### src/rtl/card_pkg.sv
// Shared constants, FSM state type and the rank-to-points mapping for the card dealer.
package card_pkg;

  localparam logic [3:0] ACE = 4'd1;
  localparam logic [3:0] KING = 4'd13;
  localparam int unsigned NUM_RANKS = 13;

  typedef enum logic [1:0] {
    StIdle,
    StSample,
    StProbe,
    StDeal
  } state_e;

  // Aces count as 1 here; soft-ace promotion is the scorer's job.
  function automatic logic [3:0] rank_points(input logic [3:0] rank);
    if (rank >= 4'd10) begin
      return 4'd10;
    end
    return rank;
  endfunction

endpackage

### src/rtl/rank_tracker.sv
// Per-rank dealt counters for one deck, plus the remaining-card count and its empty flag.
module rank_tracker
  import card_pkg::*;
#(
  parameter int unsigned COPIES = 4,
  localparam int unsigned CW = $clog2(COPIES + 1),
  localparam int unsigned LW = $clog2(NUM_RANKS * COPIES + 1)
) (
  input  logic          clk_50M,
  input  logic          i_Reset_n,
  input  logic          i_Clear,
  input  logic          i_Inc,
  input  logic [3:0]    i_IncIdx,
  input  logic [3:0]    i_ProbeIdx,
  output logic          o_Full,
  output logic [LW-1:0] o_CardsLeft,
  output logic          o_DeckEmpty
);

  localparam logic [LW-1:0] DECK = LW'(NUM_RANKS * COPIES);
  localparam logic [CW-1:0] COPIES_W = CW'(COPIES);

  logic [CW-1:0] dealt_q [NUM_RANKS];
  logic [LW-1:0] left_q;
  logic          empty_q;

  always_ff @(posedge clk_50M or negedge i_Reset_n) begin
    if (!i_Reset_n) begin
      for (int i = 0; i < NUM_RANKS; i++) begin
        dealt_q[i] <= '0;
      end
      left_q  <= DECK;
      empty_q <= 1'b0;
    end else if (i_Clear) begin
      for (int i = 0; i < NUM_RANKS; i++) begin
        dealt_q[i] <= '0;
      end
      left_q  <= DECK;
      empty_q <= 1'b0;
    end else if (i_Inc) begin
      dealt_q[i_IncIdx] <= dealt_q[i_IncIdx] + CW'(1);
      left_q            <= left_q - LW'(1);
      // Registered compare so the flag moves in the same cycle as the count.
      empty_q           <= (left_q == LW'(1));
    end
  end

  always_comb begin
    o_Full = 1'b0;
    if (i_ProbeIdx < 4'(NUM_RANKS)) begin
      o_Full = (dealt_q[i_ProbeIdx] >= COPIES_W);
    end
  end

  assign o_CardsLeft = left_q;
  assign o_DeckEmpty = empty_q;

endmodule

### src/rtl/card_dealer.sv
// Deals one card per request from a single tracked deck, using the low bits of the
// free-running count as entropy and probing forward past exhausted ranks.
module card_dealer
  import card_pkg::*;
#(
  parameter int unsigned WIDTH = 12,
  parameter int unsigned COPIES = 4,
  localparam int unsigned LW = $clog2(NUM_RANKS * COPIES + 1)
) (
  input  logic             clk_50M,
  input  logic             i_Reset_n,
  input  logic [WIDTH-1:0] i_Count,
  input  logic             i_DrawReq,
  input  logic             i_Shuffle,
  output logic [3:0]       o_Card,
  output logic [3:0]       o_Points,
  output logic             o_CardValid,
  output logic             o_Busy,
  output logic [LW-1:0]    o_CardsLeft,
  output logic             o_DeckEmpty,
  output logic             o_DrawErr
);

  state_e     state_q, state_d;
  logic [3:0] idx_q, idx_d;
  logic [3:0] card_q, card_d;
  logic [3:0] points_q, points_d;
  logic       valid_q, valid_d;
  logic       err_q, err_d;
  logic       inc, clear, full;
  logic [3:0] n;

  logic unused_count;
  assign unused_count = ^i_Count[WIDTH-1:4];
  assign n = i_Count[3:0];

  rank_tracker #(
    .COPIES(COPIES)
  ) u_rank_tracker (
    .clk_50M    (clk_50M),
    .i_Reset_n  (i_Reset_n),
    .i_Clear    (clear),
    .i_Inc      (inc),
    .i_IncIdx   (idx_q),
    .i_ProbeIdx (idx_q),
    .o_Full     (full),
    .o_CardsLeft(o_CardsLeft),
    .o_DeckEmpty(o_DeckEmpty)
  );

  always_ff @(posedge clk_50M or negedge i_Reset_n) begin
    if (!i_Reset_n) begin
      state_q  <= StIdle;
      idx_q    <= '0;
      card_q   <= '0;
      points_q <= '0;
      valid_q  <= 1'b0;
      err_q    <= 1'b0;
    end else begin
      state_q  <= state_d;
      idx_q    <= idx_d;
      card_q   <= card_d;
      points_q <= points_d;
      valid_q  <= valid_d;
      err_q    <= err_d;
    end
  end

  always_comb begin
    state_d  = state_q;
    idx_d    = idx_q;
    card_d   = card_q;
    points_d = points_q;
    valid_d  = 1'b0;
    err_d    = 1'b0;
    inc      = 1'b0;
    clear    = 1'b0;
    if (i_Shuffle) begin
      // Drops any draw in flight; the last dealt card stays visible.
      state_d = StIdle;
      clear   = 1'b1;
    end else begin
      unique case (state_q)
        StIdle: begin
          if (i_DrawReq) begin
            if (o_DeckEmpty) begin
              err_d = 1'b1;
            end else begin
              state_d = StSample;
            end
          end
        end
        StSample: begin
          idx_d   = (n >= 4'd13) ? n - 4'd13 : n;
          state_d = StProbe;
        end
        StProbe: begin
          // Deck is known non-empty, so this walk always finds a free rank.
          if (!full) begin
            state_d = StDeal;
          end else begin
            idx_d = (idx_q == KING - 4'd1) ? 4'd0 : idx_q + 4'd1;
          end
        end
        StDeal: begin
          inc      = 1'b1;
          card_d   = idx_q + ACE;
          points_d = rank_points(idx_q + ACE);
          valid_d  = 1'b1;
          state_d  = StIdle;
        end
        default: state_d = StIdle;
      endcase
    end
  end

  assign o_Card      = card_q;
  assign o_Points    = points_q;
  assign o_CardValid = valid_q;
  assign o_Busy      = (state_q != StIdle);
  assign o_DrawErr   = err_q;

endmodule
### config.mk
export PLATFORM = sky130hd
export DESIGN_NAME = card_dealer
export DESIGN_NICKNAME = d
export VERILOG_FILES = /design/src/rtl/card_pkg.sv /design/src/rtl/rank_tracker.sv /design/src/rtl/card_dealer.sv
export SDC_FILE = /design/constraint.sdc
export NUM_CORES = 1
export LEC_CHECK = 0
export ABC_AREA = 1
export CAP_MARGIN = 20
export CORE_MARGIN = 3
export CORE_UTILIZATION = 49
export CTS_CLUSTER_SIZE = 24
export DETAILED_ROUTE_END_ITERATION = 6
export PLACE_DENSITY = 0.7
export SLEW_MARGIN = 20
export SYNTH_ARGS = -nofsm -noshare
export SYNTH_HDL_FRONTEND = slang
export SYNTH_SLANG_ARGS = --single-unit
export TNS_END_PERCENT = 20
### constraint.sdc
create_clock -name clk_50M -period 6.3 [get_ports clk_50M]
set_input_delay 0.63 -clock clk_50M [delete_from_list [all_inputs] [get_ports clk_50M]]
set_output_delay 0.63 -clock clk_50M [all_outputs]
set_load 0.02 [all_outputs]
* After elaboration in Yosys (flattened, before gate mapping)
Index checks and enable logic that the tools add are counted.
Word-level totals: flip-flop bits (word level) 62, input port bits 16, output and inout port bits 18, logic and storage cells 84
Operators by class: add/subtract/negate cells 4, order comparisons 6, equality and inequality tests 9, multiplexer cells 34, bitwise logic cells 2, reductions and logical operators 8
Operators with widths (number):
- 39-bit two-way mux | 2
- 39-bit bitwise mux | 1
- 4-bit two-way mux | 5
- 1-bit two-way mux | 13
- 3-bit binary-select mux with 4-bit select | 1
- 3-bit demux with 4-bit select | 1
- 6-bit two-way mux | 2
- 3-bit two-way mux | 3
- 3-bit != test, second input constant | 3
- 4-bit greater-or-equal comparator, second input constant | 2
- 2-bit two-way mux | 4
- 2-bit case mux with 4 select lines | 1
- 4-bit case mux with 2 select lines | 1
- 6-bit by 1-bit equality test with 1-bit output, second input constant | 1
- 3-bit AND reduction | 2
- 2-bit nonzero test | 3
- 6-bit by 1-bit subtractor with 6-bit output, second input constant | 1
- 5-bit greater-or-equal comparator, second input constant | 1
- 5-bit by 1-bit < comparator with 1-bit output, second input constant | 1
- 4-bit inverter with 5-bit output | 1
- 4-bit by 1-bit adder with 4-bit output, second input constant | 1
- 2-bit equality test, second input constant | 2
- 4-bit equality test, second input constant | 1
- 4-bit < comparator, second input constant | 1
- 9 further kinds | 9

* Depth between registers and ports, before layout
word-level depth 9, depth in mapped cells 13, gate-level depth less buffers 12

* Hierarchy
Synthesis repeated with hierarchy kept, for this count alone.
Second synthesis, totals: cell total of the unflattened synthesis 482, area, all modules 3639.7 µm²
Modules (own cells, without submodules):
- rank_tracker | times used 1, cells each 373, area an instance 2732.6 µm², sequential area each 1154.9 µm²
- card_dealer | times used 1, cells each 109, area an instance 907.1 µm², sequential area each 400.4 µm²

* Worst setup path after synthesis
Ideal clock, no wire load.
kind reg-to-reg, start point register idx_q[0], end point register u_rank_tracker.dealt_q[31] in the netlist's numbering, library setup time 83 ps, arrival time 1995 ps, required time 6217 ps, setup slack 4223 ps, cell stages (with the launch flop) 12, path buffers 1, clock period less this slack 2077 ps, cells stage by stage dfrtp_1 -> inv_2 -> buf_6 -> nor2_1 -> o22ai_1 -> a22oi_4 -> nand2_4 -> ha_1 -> inv_1 -> nor2_1 -> nand2_1 -> o21ai_0
Between the ends: cells in the longest elaborated chain, start to end 8, elaborated cells between the ends (all ways) 13, those cells by class 1 x add/sub; 2 x order compare; 8 x mux; 1 x bitwise; 1 x reduce/logical
Ends and longest elaborated chain:
- start, declared | RTL line card_dealer.sv:25 | logic [3:0] idx_q, idx_d;
- start signal, assigned | RTL line card_dealer.sv:61 | idx_q <= idx_d;
- 4-bit inverter with 5-bit output (implied by the code) * | RTL line rank_tracker.sv:41 | dealt_q[i_IncIdx] <= dealt_q[i_IncIdx] + CW'(1);
- 3-bit binary-select mux with 4-bit select, or another cell as far along | RTL line rank_tracker.sv:41
- 3-bit two-way mux (implied by the code) or 1-bit logical AND (tied branches) | RTL line rank_tracker.sv:41
- 3-bit two-way mux (implied by the code) | RTL line rank_tracker.sv:41
- 3-bit by 1-bit adder with 3-bit output or 3-bit demux with 4-bit select (tied branches) | RTL line rank_tracker.sv:41
- 39-bit bitwise mux * | RTL line rank_tracker.sv:41
- 39-bit two-way mux * | RTL line rank_tracker.sv:40 | end else if (i_Inc) begin
- 39-bit two-way mux * | RTL line rank_tracker.sv:34 | end else if (i_Clear) begin
- end signal, assigned by index | RTL line rank_tracker.sv:41
- end, declared | RTL line rank_tracker.sv:23 | logic [CW-1:0] dealt_q [NUM_RANKS];
Mark *: on every way between the ends. The rest lies on a longest branch, timed or not. The select of a mux whose other input is x is not followed. A chain may end at the register's enable or synchronous reset.

* Worst setup path after layout
start point register idx_q[1], end point register u_rank_tracker.dealt_q[1] in the netlist's numbering
Same word-level chain as after synthesis.

==> impl_results.md <==
- Status: finished clean
- Crit path max fanout: 14
- Antenna Nets Post-Route: 0
- Post-Route WL: 8486 µm
- CP endpoint kind: flip-flop
- Syn Std Cell Area: 3427 µm²
- Tmin final: 3.068 ns
- Maximum root-to-sink buffer count: 2
- CP arrival: 3.33 ns
- Setup TNS: 0 ns
- Overall power: 1.527 mW
- DR DRC count: 0
- Type of the most critical hold path: input port to asynchronous set/reset pin
- CORE AREA: 6568 µm²
- Primary FF master, synth: dfrtp_1
- Boundary pin count: 34
- GRT Total Usage: 23.42%
- Largest net degree at the start of global routing: 63
- Clock-pin slew on the worst setup and hold paths: 0.07 ns
- RSZ-0062 raised after global routing: no
- Yosys reg bits: 62
- Final Cell Area: 3943 µm²
- Fmax achieved: 0.3260 GHz
- Post_cts resized: 0
- Setup violations, final: 0
- Placed Cells: 559
- Post-synth cell types: 33
- Gpl congestion: 0.8880
- Total of fill cells in the finished design: 589
- Die width: 89.63 µm
- Synth Net Count: 478
- Asr flop ratio synth: 100.0%
- Diodes inserted: 0
- WL/cell: 14.76 µm
- Sw frac: 44.78%
- Hold Vio Cnt, Final: 0
- Hold-fix buffer count after cts: 0
- Cell Count, Final, Fillers Out: 575
- Htree depth: 3
- Most frequent cells in the layout: nand2_1 (115), inv_1 (59), dfrtp_1 (59)
- Total placed instance area: 3754 µm²
- Setup ws final: 3.232 ns
- CTS buffer count: 9
- CTS tree: yes
- Max Slew Vio Count: 0
- Vias per cell: 5.336
- CP required: 6.57 ns
- Die ar.: 8034 µm²
- Vias: 3068
- Vias in the first global route: 2980
- Synthesis-to-finish area growth: 15.04%
- Pre-CTS setup slack: 3.339 ns
- Clk_lat worst skew: 0.35 ns
- Initial DRC count: 233
- CP Launch Type: flip-flop
- Register share of total power: 33.1%
- Initial antenna violation count: 0
- Max_cap viols: 0
- Root Driver: clkbuf_8
- Mean post-synth cell area: 7.650 µm²
- DR pass1 iterations: 5
- Setup Fix Bufs, Post-CTS: 0
- Synth Warn #: 0
- HPWL after DPL: 5678 µm
- Clock skew: 0.004223 ns
- Slew @ Worst Pin: 0.7685 ns
- Core Rows: 29
- Gr ovfl total: 0
- Die Ht: 89.63 µm
- Layout net count: 507
- Comb power frac: 44.4%
- Period utilization: 48.69%
- First-pass GRT wire length: 14170 µm
- Worst rel slew slack: 48.76%
- Maximum vdd drop: 254.1 µV
- Post-synthesis instance total: 448
- Starting Density: 52.18%
- Int Power: 0.8432 mW
- IO buf count: 25
- Leakage power: 1.941 nW
- Share of cells above drive strength 1: 9.129%
- Seq/Total Area, Yosys: 45.38%
- Commonest non-fill, non-tap cell in the layout: nand2_1
- Sink Count: 62
- Power density over the cells: 387.3 nW/µm²
- Clock share of power: 22.5%
- Net Switching: 0.6837 mW
- Post-synth EDFFs: 0
- WS Path Type: flip-flop to flip-flop
-- synthesized netlist by cell type, types with 5 or more instances --
cell       n  area share (%)
nand3_1   38             5.5
o22ai_1    7             1.3
inv_1     59             6.5
inv_2      5            0.55
a21oi_1    7             1.0
nor2_1    45             4.9
nand2_1  115              13
dfrtp_1   59              43
o21ai_1    8             1.2
o21ai_2    6             1.5
o21ai_0   46             6.7
ha_1      14             5.1
-- power by group through the flow --
stage	logic, mW	registers, mW	clock network (mW)
floorplan	0.426	0.532	0
global placement	0.663	0.509	0
detailed placement	0.670	0.509	0
CTS	0.675	0.503	0.351
global route	0.750	0.511	0.366
finish	0.678	0.505	0.344
-- layer usage --
metal	up-vias	wire, µm	track usage, %
li1	1501	-	-
met1	1449	3939	31.04
met2	98	3925	37.57
met3	20	457	5.474
met4	0	164	8.254
met5	-	0	0
-- critical path, cell delays in order (launching register included) --
cell,delay [ns]
dfrtp_1,0.68
inv_1,0.40
nand2_1,0.22
nor2_2,0.08
a22oi_4,0.35
nand2_4,0.18
ha_1,0.37
inv_1,0.13
nor2_1,0.14
nand2_1,0.19
o21ai_0,0.23
-- layout make-up --
type                    count  area [µm²]  share of cell area (%)
inverters                  64       240.2                   6.093
multi-input cells         312        1574                   39.92
clock inverters             7       65.06                   1.650
well taps                  93       116.4                   2.951
clock buffers               9       123.9                   3.142
repair buffers             28       267.8                   6.792
flip-flops and latches     62        1555                   39.45
-- stage by stage --
stage	util, %	hold slack (ns)
final	60.03	0.4417
after global routing	60.03	0.5085
after CTS	60.03	0.4653
after detailed placement	57.15	0.4647
after global placement	57.15	0.4618
after floorplan	-	0.3344
-- kinds of logic after synthesis --
kind of cell | synth area share [%]
xor+xnor | 0.5112
fa+ha+maj | 5.111
buf+inv | 8.689
simple gates | 26.40
compound gates | 13.91
flops | 45.38
-- worst paths after layout --
| kind | depth (start not counted) | endpoint | startpoint | slack (ns) |
|---|---|---|---|---|
| hold / removal | 2 | u_rank_tracker.dealt_q[26] | i_Reset_n | 0.44 |
| max in group asynchronous | 2 | u_rank_tracker.dealt_q[2] | i_Reset_n | 5.36 |
| hold reg to reg | 2 | o_Card[3] | o_Card[3] | 0.49 |
| setup reg to reg | 10 | u_rank_tracker.dealt_q[1] | idx_q[1] | 3.23 |
| setup / recovery | 10 | u_rank_tracker.dealt_q[1] | idx_q[1] | 3.23 |
| min in group clk_50M | 2 | o_Card[3] | o_Card[3] | 0.49 |
-- state kept, by name, indices dropped and copies added, names as in the netlist --
| register | cells |
|---|---|
| idx_q | 4 |
| o_Card | 4 |
| u_rank_tracker.dealt_q | 39 |
| u_rank_tracker.o_CardsLeft | 6 |
| u_rank_tracker.o_DeckEmpty | 1 |
| o_DrawErr | 1 |
| o_Points | 4 |
| state_q | 2 |
| o_CardValid | 1 |
Power figures use the tool's default switching activity.
